[src/rtl/mem_access_unit.sv]
// Memory-stage load/store unit: one data-bus transaction per memory op, lane-aligned
// stores and sign/zero-extended loads. Define MEM_MISALIGN_TRAP_EN to trap misaligned ops.
module mem_access_unit #(
    parameter int unsigned ADDR_W = 64,
    parameter int unsigned DATA_W = 64
) (
    input  logic              clk,
    input  logic              resetn,
    input  logic              in_valid,
    input  logic [3:0]        in_memop,
    input  logic [ADDR_W-1:0] in_addr,
    input  logic [DATA_W-1:0] in_wdata,
    input  logic              flush,
    output logic              busy,
    output logic              dreq_valid,
    output logic [ADDR_W-1:0] dreq_addr,
    output logic [2:0]        dreq_size,
    output logic [7:0]        dreq_strobe,
    output logic [DATA_W-1:0] dreq_data,
    input  logic              dresp_data_ok,
    input  logic [DATA_W-1:0] dresp_data,
    output logic              out_valid,
    output logic [DATA_W-1:0] out_rdata,
    output logic              out_exc
);

    typedef enum logic [0:0] {StIdle, StReq} state_e;

    state_e            state_q, state_d;
    logic [3:0]        memop_q, memop_d;
    logic [ADDR_W-1:0] addr_q, addr_d;
    logic [2:0]        size_q, size_d;
    logic [7:0]        strobe_q, strobe_d;
    logic [DATA_W-1:0] data_q, data_d;
    logic              kill_q, kill_d;
    logic              out_valid_q, out_valid_d;
    logic [DATA_W-1:0] out_rdata_q, out_rdata_d;

    logic [2:0]        in_off;
    logic              in_is_mem, in_is_store;
    logic [2:0]        in_size;
    logic [7:0]        in_strobe;
    logic [DATA_W-1:0] rd_shifted, load_ext;

    assign in_off      = in_addr[2:0];
    assign in_is_mem   = (in_memop >= 4'd1) && (in_memop <= 4'd11);
    assign in_is_store = (in_memop >= 4'd8) && (in_memop <= 4'd11);

    always_comb begin
        in_size = 3'd0;
        unique case (in_memop)
            4'd2, 4'd6, 4'd9:  in_size = 3'd1;
            4'd3, 4'd7, 4'd10: in_size = 3'd2;
            4'd4, 4'd11:       in_size = 3'd3;
            default:           in_size = 3'd0;
        endcase
    end

    // Bytes pushed past lane 7 fall off the 8-bit shift
    always_comb begin
        in_strobe = 8'h00;
        if (in_is_store) begin
            unique case (in_size)
                3'd0:    in_strobe = 8'h01 << in_off;
                3'd1:    in_strobe = 8'h03 << in_off;
                3'd2:    in_strobe = 8'h0F << in_off;
                default: in_strobe = 8'hFF;
            endcase
        end
    end

`ifdef MEM_MISALIGN_TRAP_EN
    logic in_misalign;
    assign in_misalign = ((in_size == 3'd1) && in_off[0]) ||
                         ((in_size == 3'd2) && (in_off[1:0] != 2'd0)) ||
                         ((in_size == 3'd3) && (in_off != 3'd0));
    logic out_exc_q, out_exc_d;
`endif

    assign rd_shifted = dresp_data >> {addr_q[2:0], 3'b000};

    always_comb begin
        load_ext = '0;
        unique case (memop_q)
            4'd1:    load_ext = {{56{rd_shifted[7]}}, rd_shifted[7:0]};
            4'd2:    load_ext = {{48{rd_shifted[15]}}, rd_shifted[15:0]};
            4'd3:    load_ext = {{32{rd_shifted[31]}}, rd_shifted[31:0]};
            4'd4:    load_ext = rd_shifted;
            4'd5:    load_ext = {56'd0, rd_shifted[7:0]};
            4'd6:    load_ext = {48'd0, rd_shifted[15:0]};
            4'd7:    load_ext = {32'd0, rd_shifted[31:0]};
            default: load_ext = '0;
        endcase
    end

    always_comb begin
        state_d     = state_q;
        memop_d     = memop_q;
        addr_d      = addr_q;
        size_d      = size_q;
        strobe_d    = strobe_q;
        data_d      = data_q;
        kill_d      = kill_q;
        out_valid_d = 1'b0;
        out_rdata_d = out_rdata_q;
`ifdef MEM_MISALIGN_TRAP_EN
        out_exc_d   = 1'b0;
`endif
        unique case (state_q)
            StIdle: begin
                if (in_valid && !flush) begin
                    if (!in_is_mem) begin
                        out_valid_d = 1'b1;
                        out_rdata_d = '0;
`ifdef MEM_MISALIGN_TRAP_EN
                    end else if (in_misalign) begin
                        out_valid_d = 1'b1;
                        out_rdata_d = '0;
                        out_exc_d   = 1'b1;
`endif
                    end else begin
                        state_d  = StReq;
                        memop_d  = in_memop;
                        addr_d   = in_addr;
                        size_d   = in_size;
                        strobe_d = in_strobe;
                        data_d   = in_wdata << {in_off, 3'b000};
                        kill_d   = 1'b0;
                    end
                end
            end
            StReq: begin
                // The bus op always runs to completion; a flush only hides the result
                kill_d = kill_q | flush;
                if (dresp_data_ok) begin
                    state_d  = StIdle;
                    kill_d   = 1'b0;
                    strobe_d = 8'h00;
                    if (!(kill_q || flush)) begin
                        out_valid_d = 1'b1;
                        out_rdata_d = load_ext;
                    end
                end
            end
            default: state_d = StIdle;
        endcase
    end

    always_ff @(posedge clk or negedge resetn) begin
        if (!resetn) begin
            state_q     <= StIdle;
            memop_q     <= 4'd0;
            addr_q      <= '0;
            size_q      <= 3'd0;
            strobe_q    <= 8'h00;
            data_q      <= '0;
            kill_q      <= 1'b0;
            out_valid_q <= 1'b0;
            out_rdata_q <= '0;
`ifdef MEM_MISALIGN_TRAP_EN
            out_exc_q   <= 1'b0;
`endif
        end else begin
            state_q     <= state_d;
            memop_q     <= memop_d;
            addr_q      <= addr_d;
            size_q      <= size_d;
            strobe_q    <= strobe_d;
            data_q      <= data_d;
            kill_q      <= kill_d;
            out_valid_q <= out_valid_d;
            out_rdata_q <= out_rdata_d;
`ifdef MEM_MISALIGN_TRAP_EN
            out_exc_q   <= out_exc_d;
`endif
        end
    end

    assign busy        = (state_q == StReq);
    assign dreq_valid  = (state_q == StReq);
    assign dreq_addr   = addr_q;
    assign dreq_size   = size_q;
    assign dreq_strobe = strobe_q;
    assign dreq_data   = data_q;
    assign out_valid   = out_valid_q;
    assign out_rdata   = out_rdata_q;
`ifdef MEM_MISALIGN_TRAP_EN
    assign out_exc     = out_exc_q;
`else
    assign out_exc     = 1'b0;
`endif

endmodule
[config.mk]
export PLATFORM = sky130hd
export DESIGN_NAME = mem_access_unit
export DESIGN_NICKNAME = d
export VERILOG_FILES = /design/src/rtl/mem_access_unit.sv
export SDC_FILE = /design/constraint.sdc
export NUM_CORES = 1
export LEC_CHECK = 0
export CORE_ASPECT_RATIO = 0.8
export CORE_MARGIN = 2
export CORE_UTILIZATION = 45
export CTS_CLUSTER_SIZE = 12
export DETAILED_ROUTE_END_ITERATION = 12
export PLACE_DENSITY_LB_ADDON = 0.2
export SLEW_MARGIN = 30
export SYNTH_ARGS = -nofsm -noshare
export SYNTH_HDL_FRONTEND = slang
export SYNTH_SLANG_ARGS = --single-unit
export TNS_END_PERCENT = 50
[constraint.sdc]
create_clock -name clk -period 2.9 [get_ports clk]
set_clock_uncertainty 0.2 [all_clocks]
set_input_delay 0.58 -clock clk [delete_from_list [all_inputs] [get_ports clk]]
set_output_delay 0.58 -clock clk [all_outputs]
set_load 0.02 [all_outputs]
* Word level (Yosys, flattened, before mapping) *
Memory sizes are Yosys's and may differ from the RTL's.
Cells that the tools add are included.

operators by class
  magnitude comparators = 3
  equality and inequality tests = 14
  shifts and indexed selects = 5
  mux-type cells = 25
  bitwise logic cells = 2
  reductions and logical operators = 10

operator list
  kind                   count
  $pmux W64 S7           1
  $mux W64               4
  $pmux W64 S2           1
  $shl A64 B6 Y64        1
  $shr A64 B6 Y64        1
  $mux W8                4
  $pmux W8 S3            1
  $eq A4 B3 Y1 const B   4
  $pmux W8 S2            1
  $mux W1                10
  $ne A2 B2 Y1 const B   5
  $eq A4 B2 Y1 const B   2
  $shl A1 B3 Y8 const A  1
  $shl A2 B3 Y8 const A  1
  $shl A4 B3 Y8 const A  1
  $pmux W1 S2            3
  $reduce_and A3 Y1      2
  $eq A4 B1 Y1 const B   1
  $ge A4 B1 Y1 const B   1
  $ge A4 B4 Y1 const B   1
  $le A4 B4 Y1 const B   1
  $reduce_and A4 Y1      1
  $eq A3 B1 Y1 const B   1
  $eq A3 B2 Y1 const B   1
  other kinds (7)        9

word-level totals
  register bits after elaboration = 210
  bits in read-only memories = 32
  bits of input ports = 201
  output and inout port bits = 207
  logic and storage cells = 69
  memories kept = 1

memory list
  name              words  width  rd ports  clocked after Yosys merged registers in  wr ports  RTL line  text
  (name not given)  16     2      1         0                                        0         51        unique case (in_memop)

* Logic depth before layout (Yosys ltp) *
Gate-level depths: netlist of the first run.
An unclocked memory read counts as a cell.

  word-level depth = 7
  depth in mapped cells = 10
  gate-level depth less buffers = 10

* Worst setup path before layout of the first run *
No wires, ideal clock.

  path kind = input port to flip-flop
  start = input port in_memop[3]
  end = register strobe_q[6] (netlist: dreq_strobe[6])
  setup time = 128 ps
  arrival = 2,326 ps
  slack = 246 ps
  cell stages on the path = 9
  path buffers = 1
  cell sequence = clkbuf_1 -> mux2_2 -> o21ai_0 -> inv_1 -> ha_1 -> nand2_1 -> o22ai_1 -> a221oi_1 -> o2bb2ai_1

on the way
  longest elaborated chain between the ends = 7
  elaborated cells between the ends (all ways) = 16

ends and longest elaborated chain
  element                                     RTL line  text
  start, declared                             10        input logic [3:0] in_memop,
  $mem_v2 Z16 W2 (*)                          --
  net in_size[1]                              41        logic [2:0] in_size;
  $eq A3 B2 Y1, or another cell as far along  63        unique case (in_size)
  $pmux W8 S3 (*)                             63
  $mux W8 (*)                                 62        if (in_is_store) begin
  $mux W8 (*)                                 112       if (!in_is_mem) begin
  $mux W8 (*)                                 111       if (in_valid && !flush) begin
  $pmux W8 S2 (*)                             109       unique case (state_q)
  end signal, assigned                        168       strobe_q <= strobe_d;
  end, declared                               33        logic [7:0] strobe_q, strobe_d;

The timed path passes the listed nets; every way through them passes the cells marked *. The select of a mux whose other input is x is not followed.
A chain may end at the register's enable or synchronous reset.

* Worst setup path in the final report of the first run *
  start = input port in_memop[0]
  end = register strobe_q[6] (netlist: dreq_strobe[6])

The elaborated chain is that of the path after synthesis.

==> results.txt, run 1 <==
----------------------------------------------------
[CTS]
  Clock transition at the registers of the reported paths ... ~60 ps
  Buffer type at the clock tree root ... sky130_fd_sc_hd__clkbuf_16
  H-Tree Level Count ... 1
  Buffers inserted during post-CTS setup optimization ... 0
  TritonCTS clock tree ... built
  TritonCTS Sinks ... 209
  Num CTS Buffers ... 23
  Buffers from clock root to sink, at most ... 3
  Latest clock arrival within the worst-skew pair ... 500 ps

[Die]
  Starting density of the core ... 45.92%
  Area of the placeable core ... around 24000 um2
  Die Ht ... about 150 um
  Standard-cell rows ... 51
  Die X-Extent ... between 150 and 200 um
  I/O pin count ... a little over 400
  Total Die Area ... 26160 um2

[Yosys]
  Post-Syn Area ... between 10000 and 15000 um2
  Number of storage elements in the synthesis netlist ... 209
  Number of enable-type register cells in the synthesized netlist ... 0
  Fraction of registers with async set/reset ... 100.0%
  Post-synth top flop ... sky130_fd_sc_hd__dfrtp_1
  Cell taking the most area after synthesis ... sky130_fd_sc_hd__dfrtp_1
  Post-synth top area share ... a little under half
  Mean cell area of the mapped netlist ... 9.958 um2
  Leading cell types by total area after synthesis ... sky130_fd_sc_hd__dfrtp_1 47%, sky130_fd_sc_hd__mux2_2 9.9%, sky130_fd_sc_hd__mux2i_1 7.4%, sky130_fd_sc_hd__nand2_1 5.9%, sky130_fd_sc_hd__o21ai_0 4.4%
  Distinct cell type count of the synthesized netlist ... 55
  YS warnings ... 0
  Number of cells produced by synthesis ... between 1k and 1.5k
  Fraction of the yosys area taken by sequential cells ... a little under half

[Power]
  Internal power component ... 7.031 mW
  Sw Ratio ... roughly a third
  Sequential group share of total power ... a little over a third
  Clock power frac ... around 26%
  Static Leakage ... 7.187 nW
  Maximum vdd drop ... roughly 0.00054 V
  Switching component of the power ... about 3.7 mW
  Total power consumption of the routed design ... ~11 mW
  Gate power share ... 38.2%
  Power density over cell area ... between 600 and 700 nW/um2

[Route]
  Number of detailed-routing iterations run before antenna repair ... 5
  Remaining design rule violation count ... 0
  Vias post-DR ... between 10k and 15k
  Post-DR vias/cell ... ~5.6
  Starting DRT DRC Count ... approximately 940
  DRT Wirelength ... between 30000 and 40000 um
  Post-detailed-route count of antenna-violating nets ... 0
  WL per Instance ... between 20 and 25 um

[Final layout]
  Net total in the final layout ... 1725
  Share of the core filled with cells in the final layout ... 68.02%
  Finished Layout Cells ... ~1.9k
  Proportion of layout cells with a drive suffix above 1 ... roughly 14%
  Area overhead of the layout relative to synthesis ... 48.13%

[GRT]
  Number of antenna violations at the first check in global routing ... 4
  Wire length of the first global-routing pass ... around 59000 um
  Aggregate global-route resource usage ... between 20% and 30%
  Largest net degree at the start of global routing ... between 60 and 70
  Leftover overflow at the end of global routing ... 0
  Number of global-route vias before repair ... just over 10k

[Critical path]
  Crit Path Max Fanout ... 4
  Required time of the critical path ... about 3100 ps
  Endpoint class of the critical path ... register
  Critical path arrival ... about 2900 ps
  Startpoint kind of the worst setup timing path ... input port
  Setup CP Type ... input port to register

[Timing]
  Post-layout minimum cycle time ... between 2000 and 3000 ps
  Final critical-path setup slack ... about 200 ps
  Rel. slew slack ... around 36%
  Worst-Margin Slew ... 951.1 ps
  Setup repair after global routing missed its margin ... false
  Setup-violating endpoint count in the final report ... 0
  Fin crit share ... between 90% and 100%
  Upper clock frequency limit ... 370.7 MHz
  Final slew viol count ... 0
  Hold slack ... roughly 280 ps
  Hold Vio Cnt, Final ... 0

[Place]
  Port bufs ... about 410
  Placed Cells ... 1809
  Final HPWL DP ... 28670 um
  Worst slack after detailed placement ... -295.7 ps
  Final weighted congestion of routability-driven global placement ... roughly 0.87

[Outcome]
  Run status ... finished, final reports clean

[Hold path]
  Type of the worst min-delay path ... register to register

[Run]
  Max-Cap Viols ... 0

----------------------------------------------------
==> registers in the layout, indices dropped and copies added (netlist names) <==
name / count
dreq_size: 2
out_valid: 1
busy: 1
out_rdata: 64
memop_q: 4
kill_q: 1
dreq_strobe: 8
dreq_addr: 64
dreq_data: 64
==> power by group through the flow <==
stage	registers, mW	logic, mW	clock network [mW]
5_1_grt	3.92	4.36	2.95
6_report	3.85	4.09	2.76
4_1_cts	3.85	4.10	2.81
3_3_place_gp	3.87	4.03	0
3_5_place_dp	3.90	4.07	0
2_1_floorplan	4.44	1.49	0
==> worst max-delay path, cell delays in order <==
cell	delay [ps]
sky130_fd_sc_hd__clkdlybuf4s50_1	480
sky130_fd_sc_hd__ha_1	230
sky130_fd_sc_hd__mux2_2	250
sky130_fd_sc_hd__o21ai_0	240
sky130_fd_sc_hd__inv_1	110
sky130_fd_sc_hd__ha_1	320
sky130_fd_sc_hd__nand2_1	100
sky130_fd_sc_hd__o22ai_1	120
sky130_fd_sc_hd__a221oi_1	320
sky130_fd_sc_hd__o2bb2ai_1	120
==> Yosys cell counts (2+ instances only) <==
| cell | number |
|---|---|
| sky130_fd_sc_hd__nor2_1 | 76 |
| sky130_fd_sc_hd__o21ai_0 | 99 |
| sky130_fd_sc_hd__o211ai_1 | 12 |
| sky130_fd_sc_hd__nand2_1 | 177 |
| sky130_fd_sc_hd__o22ai_1 | 2 |
| sky130_fd_sc_hd__a211oi_1 | 28 |
| sky130_fd_sc_hd__buf_1 | 8 |
| sky130_fd_sc_hd__o31a_1 | 6 |
| sky130_fd_sc_hd__and2_1 | 6 |
| sky130_fd_sc_hd__ha_1 | 7 |
| sky130_fd_sc_hd__nor2b_1 | 16 |
| sky130_fd_sc_hd__clkbuf_1 | 59 |
| sky130_fd_sc_hd__a22o_1 | 2 |
| sky130_fd_sc_hd__nand2b_1 | 2 |
| sky130_fd_sc_hd__a32oi_1 | 3 |
| sky130_fd_sc_hd__inv_1 | 13 |
| sky130_fd_sc_hd__o21ai_1 | 2 |
| sky130_fd_sc_hd__o22a_1 | 8 |
| sky130_fd_sc_hd__a221o_1 | 22 |
| sky130_fd_sc_hd__mux2_2 | 98 |
| sky130_fd_sc_hd__buf_2 | 31 |
| sky130_fd_sc_hd__nand3_1 | 9 |
| sky130_fd_sc_hd__buf_4 | 3 |
| sky130_fd_sc_hd__o31ai_1 | 19 |
| sky130_fd_sc_hd__a21oi_1 | 37 |
| sky130_fd_sc_hd__nand3b_1 | 2 |
| sky130_fd_sc_hd__dfrtp_1 | 209 |
| sky130_fd_sc_hd__mux2_1 | 3 |
| sky130_fd_sc_hd__nor3_1 | 6 |
| sky130_fd_sc_hd__o2bb2ai_1 | 13 |
| sky130_fd_sc_hd__mux2i_1 | 83 |
| sky130_fd_sc_hd__o21a_1 | 8 |
| sky130_fd_sc_hd__a221oi_1 | 32 |
| sky130_fd_sc_hd__mux4_2 | 2 |
==> area by class of cell <==
| type | instances | area, um2 |
|---|---|---|
| Clock inverter | 4 | 20.02 |
| Sequential cell | 209 | 5234 |
| Inverter | 13 | 48.80 |
| Fill cell | 1964 | 7795 |
| Multi-Input combinational cell | 801 | 5488 |
| Tap cell | 318 | 397.9 |
| Clock buffer | 37 | 678.2 |
| Antenna cell | 3 | 7.507 |
| Timing Repair Buffer | 469 | 4707 |
==> routing by layer <==
metal / vias up / wire length, um / GRT usage [%]
met5: - / 18 / 0
met1: 5036 / 16300 / 38.70
li1: 4845 / - / -
met3: 67 / 3283 / 7.505
met2: 477 / 17630 / 44.83
met4: 2 / 1118 / 8.750
==> layout by cell type (no fill, tap or decap), drive strengths merged, types with 8 or more instances in the layout <==
cell type / count
o21a: 9
o31ai: 20
a211oi: 29
a221o: 22
a221oi: 32
clkbuf: 37
nor2b: 16
nand3: 9
mux2: 102
o211ai: 12
mux2i: 83
inv: 13
nand2: 177
a21oi: 37
clkdlybuf4s50: 402
o22a: 8
nor2: 76
o2bb2ai: 13
buf: 66
o21ai: 101
dfrtp: 209
==> through the flow <==
step	setup TNS (ps)	instance area (um2)
floorplan	0	11200
global placement	-3325	15870
detailed placement	-12910	15870
CTS	0	16570
global route	0	16580
finish	0	16580
==> timing repair <==
item,4_1_cts,5_1_grt
hold buffers,1,0
hold endpoints to repair,53,0
gates resized for setup,0,0
==> path summary, 6_finish.rpt <==
path,startpoint,endpoint,slack (ps),cells after the start
min in group asynchronous,resetn,out_rdata[61],370,2
setup reg to reg,dreq_addr[1],out_rdata[30],340,6
setup / recovery,in_memop[0],dreq_strobe[6],200,10
hold / removal,dreq_data[8],dreq_data[8],280,2
hold reg to reg,dreq_data[8],dreq_data[8],280,2
max in group asynchronous,resetn,dreq_addr[0],1330,3
==> cells by family (layout without fill, tap and decap cells) <==
group | Yosys count | count (layout) | synth area share [%]
simple gates | 307 | 307 | 11.68
compound gates | 298 | 298 | 18.29
flops | 209 | 209 | 46.72
mux | 187 | 187 | 18.12
buf+inv | 115 | 523 | 4.371
fa+ha+maj | 7 | 7 | 0.7824
other cells | 1 | 5 | 0.03350
Power figures use the tool's default switching activity.
==> inputs of run 2 (changes only) <==
--- a/config.mk
+++ b/config.mk
@@ -11,6 +11,7 @@
 export CTS_CLUSTER_SIZE = 12
 export DETAILED_ROUTE_END_ITERATION = 12
 export PLACE_DENSITY_LB_ADDON = 0.2
+export SKIP_LAST_GASP = 1
 export SLEW_MARGIN = 30
 export SYNTH_ARGS = -nofsm -noshare
 export SYNTH_HDL_FRONTEND = slang
==> constraint.sdc (replaced) <==
create_clock -name clk -period 2.9 [get_ports clk]
set_clock_uncertainty 0.2 [all_clocks]
set_input_delay 0.87 -clock clk [delete_from_list [all_inputs] [get_ports clk]]
set_output_delay 0.87 -clock clk [all_outputs]
set_load 0.02 [all_outputs]
==> run 2 against run 1 <==
Against the previous run:
- first-iteration DRC count decreased by 15%
- via count increased by 0.38%
- flip-flop and latch count unchanged
- wire length decreased by 1.3%
- clock-buffer cell count decreased by 3
- combinational power about the same
- sequential share of layout area decreased by 0.34 points
- non-clock buffer count increased by 9
- power increased by 1.3%
- clock power increased by 4%
- critical path type is now register to output port
- largest cell class unchanged
- highest routed layer is now met4
==> results.txt, run 2 (synthesis gave the netlist of run 1 again) <==
----------------------------------------------------
[Outcome]
  Run status ... finished, final reports clean (unchanged)

[Route]
  Post-detailed-route count of antenna-violating nets ... 0 (unchanged)
  Starting DRT DRC Count ... 800 (was 943)
  Post-DR vias/cell ... 5.630 (was 5.624)
  Remaining design rule violation count ... 0 (unchanged)
  Number of detailed-routing iterations run before antenna repair ... 5 (unchanged)
  Vias post-DR ... 10.47k (was 10.43k)
  DRT Wirelength ... 37840 um (was 38350 um)
  WL per Instance ... 20.35 um (was 20.69 um)

[Die]
  I/O pin count ... 408 (unchanged)
  Area of the placeable core ... 24380 um2 (unchanged)
  Standard-cell rows ... 51 (unchanged)
  Total Die Area ... 26160 um2 (unchanged)
  Starting density of the core ... 45.92% (unchanged)
  Die X-Extent ... 180.3 um (unchanged)
  Die Ht ... 145.1 um (unchanged)

[Critical path]
  Required time of the critical path ... 1830 ps (was 3070 ps)
  Startpoint kind of the worst setup timing path ... register (was input port)
  Endpoint class of the critical path ... output port (was register)
  Critical path arrival ... 1770 ps (was 2870 ps)
  Cell at the slowest stage of the critical path ... sky130_fd_sc_hd__clkdlybuf4s50_1 (unchanged)
  Total buffers and inverters traversed by the critical path ... 1 (was 2)
  Crit-path leading delay family ... buffers and inverters (was compound AO/OA/AOI/OAI gates)
  Setup CP Type ... register to output port (was input port to register)
  Largest incremental delay on the critical path ... 670 ps (was 480 ps)
  Series of cell instances along the critical path ... clkdlybuf4s50_1 (was clkdlybuf4s50_1 -> ha_1 -> mux2_2 -> o21ai_0 -> inv_1 -> ha_1 -> nand2_1 -> o22ai_1 -> a221oi_1 -> o2bb2ai_1)
  Crit Path Max Fanout ... 18 (was 4)

[Power]
  Internal power component ... 7.131 mW (was 7.031 mW)
  Sequential group share of total power ... 35.6% (was 36.0%)
  Power density over cell area ... 646.9 nW/um2 (was 645.7 nW/um2)
  Maximum vdd drop ... 0.0005850 V (was 0.0005425 V)
  Total power consumption of the routed design ... 10.84 mW (was 10.71 mW)
  Static Leakage ... 7.279 nW (was 7.187 nW)
  Gate power share ... 37.9% (was 38.2%)
  Sw Ratio ... 34.23% (was 34.32%)
  Switching component of the power ... 3.712 mW (was 3.674 mW)
  Clock power frac ... 26.5% (was 25.8%)

[CTS]
  TritonCTS clock tree ... built (unchanged)
  TritonCTS Sinks ... 209 (unchanged)
  H-Tree Level Count ... 1 (unchanged)
  Clock transition at the registers of the reported paths ... 60 ps (about the same)
  CTS Hold Bufs ... 0 (was 1)
  Num CTS Buffers ... 23 (unchanged)
  Latest clock arrival within the worst-skew pair ... 510 ps (was 500 ps)
  Buffer type at the clock tree root ... sky130_fd_sc_hd__clkbuf_16 (unchanged)
  Buffers from clock root to sink, at most ... 3 (unchanged)

[Timing]
  Hold Vio Cnt, Final ... 0 (unchanged)
  Upper clock frequency limit ... 351.6 MHz (was 370.7 MHz)
  Worst-Margin Slew ... 942.2 ps (was 951.1 ps)
  Fin crit share ... 98.07% (was 93.02%)
  Rel. slew slack ... 36.95% (was 36.36%)
  Setup-violating endpoint count in the final report ... 0 (unchanged)
  Summed negative setup slack over all endpoints ... 0 ps (unchanged)
  Setup repair after global routing missed its margin ... true (was false)
  Final slew viol count ... 0 (unchanged)
  Post-layout minimum cycle time ... 2844 ps (was 2698 ps)

[GRT]
  Number of global-route vias before repair ... 10.37k (was 10.32k)
  Aggregate global-route resource usage ... 28.06% (was 28.53%)
  Leftover overflow at the end of global routing ... 0 (unchanged)
  Number of antenna violations at the first check in global routing ... 1 (was 4)
  Largest net degree at the start of global routing ... 90 (was 66)
  Wire length of the first global-routing pass ... 58770 um (was 59340 um)

[Final layout]
  Proportion of layout cells with a drive suffix above 1 ... 15.26% (was 13.89%)
  Number of filler cells placed in the layout ... 1876 (was 1964)
  Commonest non-fill, non-tap cell in the layout ... sky130_fd_sc_hd__clkdlybuf4s50_1 (unchanged)
  Net total in the final layout ... 1734 (was 1725)
  Most used cells in the layout excluding fill and tap cells ... 401 x sky130_fd_sc_hd__clkdlybuf4s50_1, 206 x sky130_fd_sc_hd__dfrtp_1, 177 x sky130_fd_sc_hd__nand2_1 (was 402 x sky130_fd_sc_hd__clkdlybuf4s50_1, 206 x sky130_fd_sc_hd__dfrtp_1, 177 x sky130_fd_sc_hd__nand2_1)
  Area overhead of the layout relative to synthesis ... 49.75% (was 48.13%)

[Hold path]
  Type of the worst min-delay path ... input port to asynchronous set/reset pin (was register to register)

[Run]
  Max-Cap Viols ... 0 (unchanged)

[Place]
  Port bufs ... 405 (unchanged)
  Final weighted congestion of routability-driven global placement ... 0.8885 (was 0.8711)
  Final HPWL DP ... 27880 um (was 28670 um)

----------------------------------------------------
==> run 2: cell count changes in the layout (fill, tap and decap cells not counted), moves of 2 or more <==
cell,delta
sky130_fd_sc_hd__buf_12,+2
sky130_fd_sc_hd__a221oi_2,+10
sky130_fd_sc_hd__buf_4,+8
sky130_fd_sc_hd__clkbuf_1,-3
sky130_fd_sc_hd__clkinv_2,-2
sky130_fd_sc_hd__a221oi_1,-10
sky130_fd_sc_hd__diode_2,-2
==> run 2: power by group through the flow <==
stage	Sequential, mW	Clock [mW]	Combinational [mW]
floorplan	4.44	0	1.49
global placement	3.88	0	4.03
detailed placement	3.89	0	4.08
CTS	3.85	2.94	4.11
global route	3.93	3.05	4.38
finish	3.86	2.87	4.11
==> run 2: cell type report <==
class	count	area (um2)	area share, %
multi-input cells	801	5557	33.15
clock inverters	5	56.30	0.3359
clock buffers	34	666.9	3.979
well taps	318	397.9	2.374
repair buffers	478	4800	28.63
flip-flops and latches	209	5234	31.22
diodes	1	2.502	0.01493
inverters	13	48.80	0.2911
==> run 2: worst paths after layout <==
kind                       cells after the start  slack (ps)     startpoint            end
max                                            1          60   dreq_addr[2]   dreq_addr[2]
min                                            1          30         resetn  out_rdata[36]
max reg2reg                                    6         310   dreq_addr[1]  out_rdata[18]
min reg2reg                                    2         270  dreq_data[31]  dreq_data[31]
max in group asynchronous                      2        1660         resetn  dreq_addr[35]
min in group clk                               2         270  dreq_data[31]  dreq_data[31]
==> run 2: repair_timing <==
action / in CTS / in global routing
setup endpoints to repair: 0 / 120
setup buffers: 0 / 0
gates resized for setup: 0 / 12
==> run 2: routing by layer <==
| metal | vias to the layer above | global-route usage (%) | share of wire, % |
|---|---|---|---|
| met4 | 0 | 7.460 | 2.8 |
| met1 | 5041 | 38.81 | 42 |
| li1 | 4871 | - | - |
| met5 | - | 0 | 0 |
| met3 | 71 | 7.505 | 8.9 |
| met2 | 484 | 43.72 | 46 |
==> run 2: per-stage QoR <==
step	cell area (um2)	cells	hold WS, ps	utilization, %	setup slack, ps
finish	16760	1859	28.07	68.77	56.10
global route	16760	1859	31.93	68.77	-32.77
CTS	16690	1858	22.84	68.46	41.07
detailed placement	15970	1819	269.3	65.50	-418.8
global placement	15970	1819	261.0	65.50	-342.1
floorplan	11200	1125	276.8	-	44.58
